**src/rtl/calc_op_seq_pkg.sv**
```systemverilog
// ---------------------------------------------------------------------------
// calc_op_seq_pkg
// Shared calculator definitions: operation encodings, sequencer FSM state
// encodings and the width of the WAIT timeout counter.
// No ports (package).
// ---------------------------------------------------------------------------
package calc_op_seq_pkg;

   localparam int CNT_W = 4;

   typedef enum logic [1:0] {
      OP_ADD = 2'd0,
      OP_SUB = 2'd1,
      OP_MUL = 2'd2,
      OP_DIV = 2'd3
   } op_t;

   typedef enum logic [1:0] {
      ST_IDLE  = 2'd0,
      ST_ISSUE = 2'd1,
      ST_WAIT  = 2'd2,
      ST_HOLD  = 2'd3
   } state_t;

endpackage : calc_op_seq_pkg

```
**src/rtl/calc_op_seq_op_decode_onehot.sv**
```systemverilog
// ---------------------------------------------------------------------------
// op_decode_onehot
// 2-to-4 one-hot decoder selecting the functional unit for an operation.
// Ports:
//   op     in  2  operation code (calc_op_seq_pkg::op_t)
//   en     in  1  decoder enable; all outputs zero when low
//   onehot out 4  one-hot unit select, bit i selects unit i
// ---------------------------------------------------------------------------
module op_decode_onehot
   import calc_op_seq_pkg::*;
(
   input  op_t        op,
   input  logic       en,
   output logic [3:0] onehot
);

   always_comb begin
      onehot = 4'b0000;
      if (en) begin
         onehot[op] = 1'b1;
      end
   end

endmodule : op_decode_onehot

```
**src/rtl/calc_op_seq.sv**
```systemverilog
// ---------------------------------------------------------------------------
// calc_op_seq
// Sequencer that launches one operation on one of four functional units,
// waits for that unit's completion pulse (bounded by TIMEOUT cycles), then
// holds the latched result until the consumer accepts it.
// Ports:
//   clk          in  1  clock, rising edge
//   rst          in  1  synchronous active-high reset
//   start        in  1  operation request, sampled in IDLE only
//   op           in  2  operation select, captured with start
//   unit_done    in  4  per-unit completion pulses
//   bus_in       in  8  merged (OR) unit result bus
//   unit_en      out 4  one-hot enable of the selected unit
//   unit_start   out 1  one-cycle launch pulse (ISSUE)
//   bus_rst      out 1  blanks the merging OR stage; low only in WAIT
//   result       out 8  latched result (8'h00 on timeout)
//   result_valid out 1  result available (HOLD)
//   result_ack   in  1  consumer accepts result
//   busy         out 1  high outside IDLE
//   err          out 1  timeout flag, valid with result_valid
//
// Result handshake: result/err are presented with result_valid=1 and stay
// stable until a cycle in which result_valid=1 and result_ack=1; that cycle
// completes the transfer and result_valid drops on the following edge.
// result_ack in any other cycle has no effect.
//
// Every output is either a register or decoded from the registered state and
// op_q, so no input reaches an output combinationally.
// ---------------------------------------------------------------------------
module calc_op_seq
   import calc_op_seq_pkg::*;
#(
   parameter int TIMEOUT = 15
) (
   input  logic       clk,
   input  logic       rst,
   input  logic       start,
   input  logic [1:0] op,
   input  logic [3:0] unit_done,
   input  logic [7:0] bus_in,
   output logic [3:0] unit_en,
   output logic       unit_start,
   output logic       bus_rst,
   output logic [7:0] result,
   output logic       result_valid,
   input  logic       result_ack,
   output logic       busy,
   output logic       err
);

   localparam logic [CNT_W-1:0] TIMEOUT_C = CNT_W'(TIMEOUT);

   state_t           state_q;
   state_t           state_d;
   op_t              op_q;
   logic [CNT_W-1:0] cnt_q;
   logic [CNT_W-1:0] cnt_inc;
   logic [7:0]       result_q;
   logic             err_q;
   logic             sel_done;
   logic             tmo_hit;
   logic             dec_en;

   // Only the selected unit's done pulse counts; others are ignored.
   assign sel_done = unit_done[op_q];

   // cnt_q holds the number of WAIT cycles already completed, so the current
   // WAIT cycle is number cnt_q+1. Abort when that reaches TIMEOUT, giving
   // exactly TIMEOUT WAIT cycles before HOLD.
   assign cnt_inc = cnt_q + 1'b1;
   assign tmo_hit = (cnt_inc == TIMEOUT_C);

   // State register
   always_ff @(posedge clk) begin
      if (rst) begin
         state_q <= ST_IDLE;
      end else begin
         state_q <= state_d;
      end
   end

   // Next-state logic
   always_comb begin
      state_d = state_q;
      case (state_q)
         ST_IDLE:  if (start) state_d = ST_ISSUE;
         ST_ISSUE: state_d = ST_WAIT;
         ST_WAIT:  if (sel_done || tmo_hit) state_d = ST_HOLD;
         ST_HOLD:  if (result_ack) state_d = ST_IDLE;
         default:  state_d = ST_IDLE;
      endcase
   end

   // Datapath registers: captured op, WAIT counter, result and error flag.
   always_ff @(posedge clk) begin
      if (rst) begin
         op_q     <= OP_ADD;
         cnt_q    <= '0;
         result_q <= 8'h00;
         err_q    <= 1'b0;
      end else begin
         case (state_q)
            ST_IDLE: begin
               if (start) op_q <= op_t'(op);
            end
            ST_ISSUE: begin
               cnt_q <= '0;
            end
            ST_WAIT: begin
               cnt_q <= cnt_inc;
               // done has priority over a coincident timeout
               if (sel_done) begin
                  result_q <= bus_in;
                  err_q    <= 1'b0;
               end else if (tmo_hit) begin
                  result_q <= 8'h00;
                  err_q    <= 1'b1;
               end
            end
            default: ;
         endcase
      end
   end

   assign dec_en = (state_q == ST_ISSUE) || (state_q == ST_WAIT);

   op_decode_onehot u_dec (
      .op     (op_q),
      .en     (dec_en),
      .onehot (unit_en)
   );

   // Output decode from registered state
   always_comb begin
      unit_start   = 1'b0;
      bus_rst      = 1'b1;
      result_valid = 1'b0;
      busy         = 1'b1;
      case (state_q)
         ST_IDLE:  busy         = 1'b0;
         ST_ISSUE: unit_start   = 1'b1;
         ST_WAIT:  bus_rst      = 1'b0;
         ST_HOLD:  result_valid = 1'b1;
         default:  ;
      endcase
   end

   assign result = result_q;
   assign err    = err_q;

endmodule : calc_op_seq

```
**config.mk**
```make
export PLATFORM = sky130hd
export DESIGN_NAME = calc_op_seq
export DESIGN_NICKNAME = d
export VERILOG_FILES = /design/src/rtl/calc_op_seq_pkg.sv /design/src/rtl/calc_op_seq_op_decode_onehot.sv /design/src/rtl/calc_op_seq.sv
export SDC_FILE = /design/constraint.sdc
export NUM_CORES = 1
export LEC_CHECK = 0
export BUFFER_PORTS_ARGS = -buffer_cell sky130_fd_sc_hd__buf_4
export CAP_MARGIN = 20
export CORE_MARGIN = 2
export CORE_UTILIZATION = 46
export CTS_CLUSTER_SIZE = 20
export DETAILED_ROUTE_END_ITERATION = 8
export PLACE_DENSITY_LB_ADDON = 0.1
export SYNTH_ARGS = -nofsm -noshare
export SYNTH_HDL_FRONTEND = slang
export SYNTH_SLANG_ARGS = --single-unit
```
**constraint.sdc**
```tcl
create_clock -name clk -period 2.2 [get_ports clk]
set_clock_uncertainty 0.05 [all_clocks]
set_input_delay 0.22 -clock clk [delete_from_list [all_inputs] [get_ports clk]]
set_output_delay 0.22 -clock clk [all_outputs]
set_load 0.05 [all_outputs]
```
Yosys cells after proc, flatten, opt, wreduce, memory -nomap -nowiden
Index checks and enable logic that the tools add are counted.

Register bits after elaboration: 17. Output and inout bits: 17. Input bits: 18. Logic and storage cells: 42.

Equality and inequality tests: 7. Reductions and logical operators: 9. Muxes and demuxes: 18. $add $sub $neg: 1. Order comparisons: 2.

Operators with widths (number): 8-bit two-way mux (2); 1-bit two-way mux (8); 2-bit one-hot mux with 4 select lines (1); 4-bit one-hot mux with 2 select lines (1); 2-bit two-way mux (3); 2-bit != test (second input constant) (3); 4-bit by 1-bit adder with 4-bit output (second input constant) (1); 2-bit equality test (second input constant) (2); 4-bit equality test (second input constant) (1); 4-bit two-way mux (1); 2-bit AND reduction (2); 2-bit nonzero test (2); 2-bit by 3-bit less-than comparator with 1-bit output (second input constant) (1); 3-bit AND reduction (1); 1-bit binary-select mux with 2-bit select (1); 1-bit demux with 2-bit select (1); 2-bit by 1-bit equality test with 1-bit output (second input constant) (1); 2-bit by 1-bit greater-or-equal comparator with 1-bit output (second input constant) (1); 2-bit zero test (1); 1-bit logical OR (2); 1-bit logical AND (1).

Longest topological paths before layout
Depth in word-level cells: 5. Depth in mapped cells: 6. Depth with buffers taken out: 6.

Cells and area by module
Synthesis repeated with hierarchy kept, for this count alone.

Cells, all modules: 88. Area, all modules: 880.8 um2.

By module, submodules not included: calc_op_seq (cells an instance 84, seq. area each 340.3 um2, times used 1, area each 843.3 um2); op_decode_onehot (cells an instance 4, seq. area each 0.0 um2, times used 1, area each 37.5 um2).

Least setup slack after synthesis
Ideal clock, no wire load.

Path type: register to output. From: reg state_q[1]. To: out unit_en[1]. Path slack: -107 ps. Cell stages (with the launch flop): 5. Required time: 1930 ps. Data arrival time: 2037 ps. Buffers on the path: 0. Path through: dfxtp_1 inv_1 ha_1 inv_1 nor3b_1.

Longest elaborated chain between the ends: 3.

Ends and longest elaborated chain: start, declared (RTL line calc_op_seq.sv:53) `state_t state_q;`; start signal, assigned (RTL line calc_op_seq.sv:78) `state_q <= state_d;`; 2-bit by 1-bit equality test with 1-bit output / 2-bit equality test (equally long branches) (RTL line calc_op_seq.sv:125) `assign dec_en = (state_q == ST_ISSUE) || (state_q == ST_WAIT);`; 1-bit logical OR * (RTL line calc_op_seq.sv:125); net dec_en (RTL line calc_op_seq.sv:62) `logic dec_en;`; 4-bit two-way mux * (RTL line calc_op_seq_op_decode_onehot.sv:19) `if (en) begin`; end, declared (RTL line calc_op_seq.sv:41) `output logic [3:0] unit_en,`.

The timed path passes the listed nets; every way through them passes the cells marked *.

Final worst setup path
Same ends and word-level chain as after synthesis.

==> results.md <==
| Quantity | Reported | Unit |
| --- | --- | --- |
| Result of the run | completed | - |
| CP max stage delay | 400 | ps |
| Most frequent CP cell | sky130_fd_sc_hd__inv_1 | - |
| Total inserted antenna cells | 0 | - |
| Remaining number of nets flagged by the antenna check after routing | 0 | - |
| Later-pin clock latency in the skew report | 300 | ps |
| Relative slew slack | 66.62 | % |
| Number of placement rows | 15 | - |
| Die area | 2162 | um2 |
| Pre-Repair DR Iteration Count | 6 | - |
| Launch point of the worst reg-to-reg path | op_q[0]$_SDFFE_PP0P_ | - |
| Total gr overflow | 0 | - |
| Fraction of layout instances using a drive strength above 1 | 36.00 | % |
| Setup tns final | 0 | ps |
| Horizontal die dimension | 46.50 | um |
| Sw Ratio | 47.22 | % |
| Height of the die | 46.50 | um |
| Vias in the first global route | 694 | - |
| Cell count of the worst reg-to-reg path | 5 | - |
| Clock tree from TritonCTS | done | - |
| Overall power | 0.001169 | W |
| All-layer global routing usage | 19.52 | % |
| Static Leakage | 0.5189 | nW |
| Part of the total power dissipated in the clock network | 14.7 | % |
| PnR worst setup slack | 184.3 | ps |
| DR vias | 758 | - |
| Clock Root Buffer | sky130_fd_sc_hd__clkbuf_4 | - |
| Half-perimeter wire length after detailed placement | 1.466 | mm |
| TritonCTS buffer count | 3 | - |
| Post-CTS resize count | 0 | - |
| Clk sink count | 17 | - |
| Final wirelength | 1.875 | mm |
| FF+latch count, synth | 17 | - |
| Seq. cell area | 340.3 | um2 |
| Total routed wire length on the met1 layer | 789 | um |
| Combinational share of power | 52.8 | % |
| Hold Fails Final Rpt | 0 | - |
| Filler Cell Count | 145 | - |
| Critical path peak fanout | 7 | - |
| Uppermost layer routed | met4 | - |
| Worst setup SP type | flop | - |
| Clock slew seen by the registers of the worst setup and hold paths | 100 | ps |
| PwrDens | 1016 | nW/um2 |
| Launching element of the worst setup path | state_q[1]$_SDFFE_PP0P_ | - |
| Sequential Power Share | 32.5 | % |
| Setup slack at placement | 445.5 | ps |
| Floorplan core area | 1708 | um2 |
| Maximum number of buffers from clock root to sink | 2 | - |
| I/O pin cnt | 35 | - |
| Setup repair after global routing missed its margin | no | - |
| Met2 layer wire length in the routed design | 912 | um |
| Total number of yosys warnings | 0 | - |
| Cell area after synthesis | 830.8 | um2 |
| Starting density of the core | 48.64 | % |
| Count of distinct cell types in the synthesized netlist | 27 | - |
| Hold path startpoint | bus_in[1] | - |
| Cells on Worst Hold Path | 2 | - |
| Number of vias per cell after detailed routing | 5.053 | - |
| Reported max-cap violation count | 0 | - |
| Critical path, cell by cell | inv_1, ha_1, inv_1, nor3b_2, buf_4 | - |
| Internal cell power | 0.0006172 | W |
| Final count of negative-setup-slack endpoints | 0 | - |
| Detailed route wirelength on metal3 | 123 | um |
| Post-route clock period utilization | 91.62 | % |
| Number of DRC markers after the initial detailed-route iteration | 8 | - |
| Area occupied by multi-input gates | 466.7 | um2 |
| Drt drc | 0 | - |
| Weighted congestion reported at the end of routability-driven placement | 0.8717 | - |
| Peak supply drop | 0.7967 | mV |
| Post-route worst hold slack | 74.49 | ps |
| Cell type of the slowest stage on the worst timing path | sky130_fd_sc_hd__dfxtp_1 | - |
| Actual slew at the worst max-slew pin | 498.1 | ps |
| Area added between synthesis and finish | 38.55 | % |
| Largest net degree at the start of global routing | 13 | - |
| Tmin final | 2016 | ps |
| Syn Inst Count | 88 | - |
| Number of buffers inserted by hold repair at cts | 0 | - |
| Peak Freq | 496.1 | MHz |
| Number of H-tree branching levels | 1 | - |
| Post-CTS setup buffers | 0 | - |
| Arrival time at the worst endpoint | 1750 | ps |
| Critical path class | flop to output port | - |
| Class of the tightest hold or removal check | input pin to flop | - |
| Part of the Yosys area used for sequential elements | 40.96 | % |
| Average instance area after synthesis | 9.441 | um2 |
| Final count of pins violating max slew | 0 | - |
| Data required time of the worst path | 1930 | ps |
| Initial antenna violation count | 0 | - |
| Synthesized Nets | 113 | - |
| Psw | 0.0005522 | W |
| Kind of capture point of the worst setup path | output port | - |
| Input/output buffers | 34 | - |
| Routed length per instance | 12.50 | um |
| Wire length of the first global-routing pass | 2.829 | mm |
| Number of nets in the final layout | 151 | - |
cell type report:
type	instances	share of cell area, %
Inverter	8	2.609
Sequential cell	17	29.57
Timing Repair Buffer	34	22.17
Multi-Input combinational cell	62	40.54
Tap cell	25	2.717
Clock inverter	1	0.4348
Clock buffer	3	1.957
final timing paths:
path                                          endpoint  slack [ps]
worst max-delay path                        unit_en[1]         180
worst min-delay path            result[1]$_SDFFE_PP0P_          70
worst max register to register  result[0]$_SDFFE_PP0P_         430
worst min register to register  result[5]$_SDFFE_PP0P_         450
logic make-up after synthesis:
| logic type | Yosys count | synth area share [%] |
|---|---|---|
| compound gates | 23 | 21.99 |
| mux | 2 | 3.916 |
| fa+ha+maj | 7 | 10.54 |
| buf+inv | 9 | 4.066 |
| flops | 17 | 40.96 |
| xor+xnor | 1 | 1.054 |
| simple gates | 29 | 17.47 |
power by group through the flow:
stage / registers (W) / logic [W] / clock network [W]
floorplan: 0.000427 / 0.000412 / 0
global placement: 0.000385 / 0.000615 / 0
detailed placement: 0.000388 / 0.000618 / 0
CTS: 0.000380 / 0.000621 / 0.000176
global route: 0.000387 / 0.000658 / 0.000184
finish: 0.000380 / 0.000617 / 0.000172
stage by stage:
step | utilization, % | std cells | instance area [um2]
4_1_cts | 67.40 | 150 | 1151
2_1_floorplan | - | 88 | 840.8
3_5_place_dp | 65.79 | 146 | 1124
5_1_grt | 67.40 | 150 | 1151
6_report | 67.40 | 150 | 1151
3_3_place_gp | 65.79 | 146 | 1124
Yosys cell counts (all sizes together):
library cell / count / share of area, %
nand3b: 1 / 0.90
nand2b: 2 / 1.5
a211oi: 1 / 0.90
xor2: 1 / 1.1
a21oi: 8 / 6.2
ha: 7 / 11
a22o: 8 / 8.4
nand4b: 1 / 1.1
inv: 8 / 3.6
nand3: 3 / 1.8
mux2i: 1 / 1.2
a2bb2oi: 1 / 1.1
o21ai: 3 / 1.8
nor3b: 2 / 1.8
nand2: 8 / 3.6
clkbuf: 1 / 0.45
mux4: 1 / 2.7
nor2: 8 / 3.6
dfxtp: 17 / 41
a221oi: 1 / 1.1
and3: 1 / 0.75
o211ai: 1 / 2.6
nor3: 3 / 2.4
cells in the final DEF (no fill, tap or decap), drive strengths merged:
cell	count
a211oi	1
a21oi	8
a221oi	1
a22o	8
a2bb2oi	1
and3	1
buf	34
clkbuf	3
clkinv	1
dfxtp	17
ha	7
inv	8
mux2i	1
mux4	1
nand2	8
nand2b	2
nand3	3
nand3b	1
nand4b	1
nor2	8
nor3	3
nor3b	2
o211ai	1
o21ai	3
xor2	1
routing by layer:
metal	global-route usage, %	vias up
met3	5.098	5
li1	-	384
met4	13.71	0
met5	0	-
met1	19.76	340
met2	34.17	29
worst max-delay path: cells and delay by family, from the launching register on:
family                     cells  cell delay [ps]
buffers and inverters          3              450
DFF                            1              400
and+or+nand+nor                1              190
adders and majority gates      1              400
flip-flops by register name, indices dropped and copies added, names as in the netlist:
register  flops
err           1
cnt_q         4
op_q          2
result        8
state_q       2
Power figures use the tool's default switching activity.
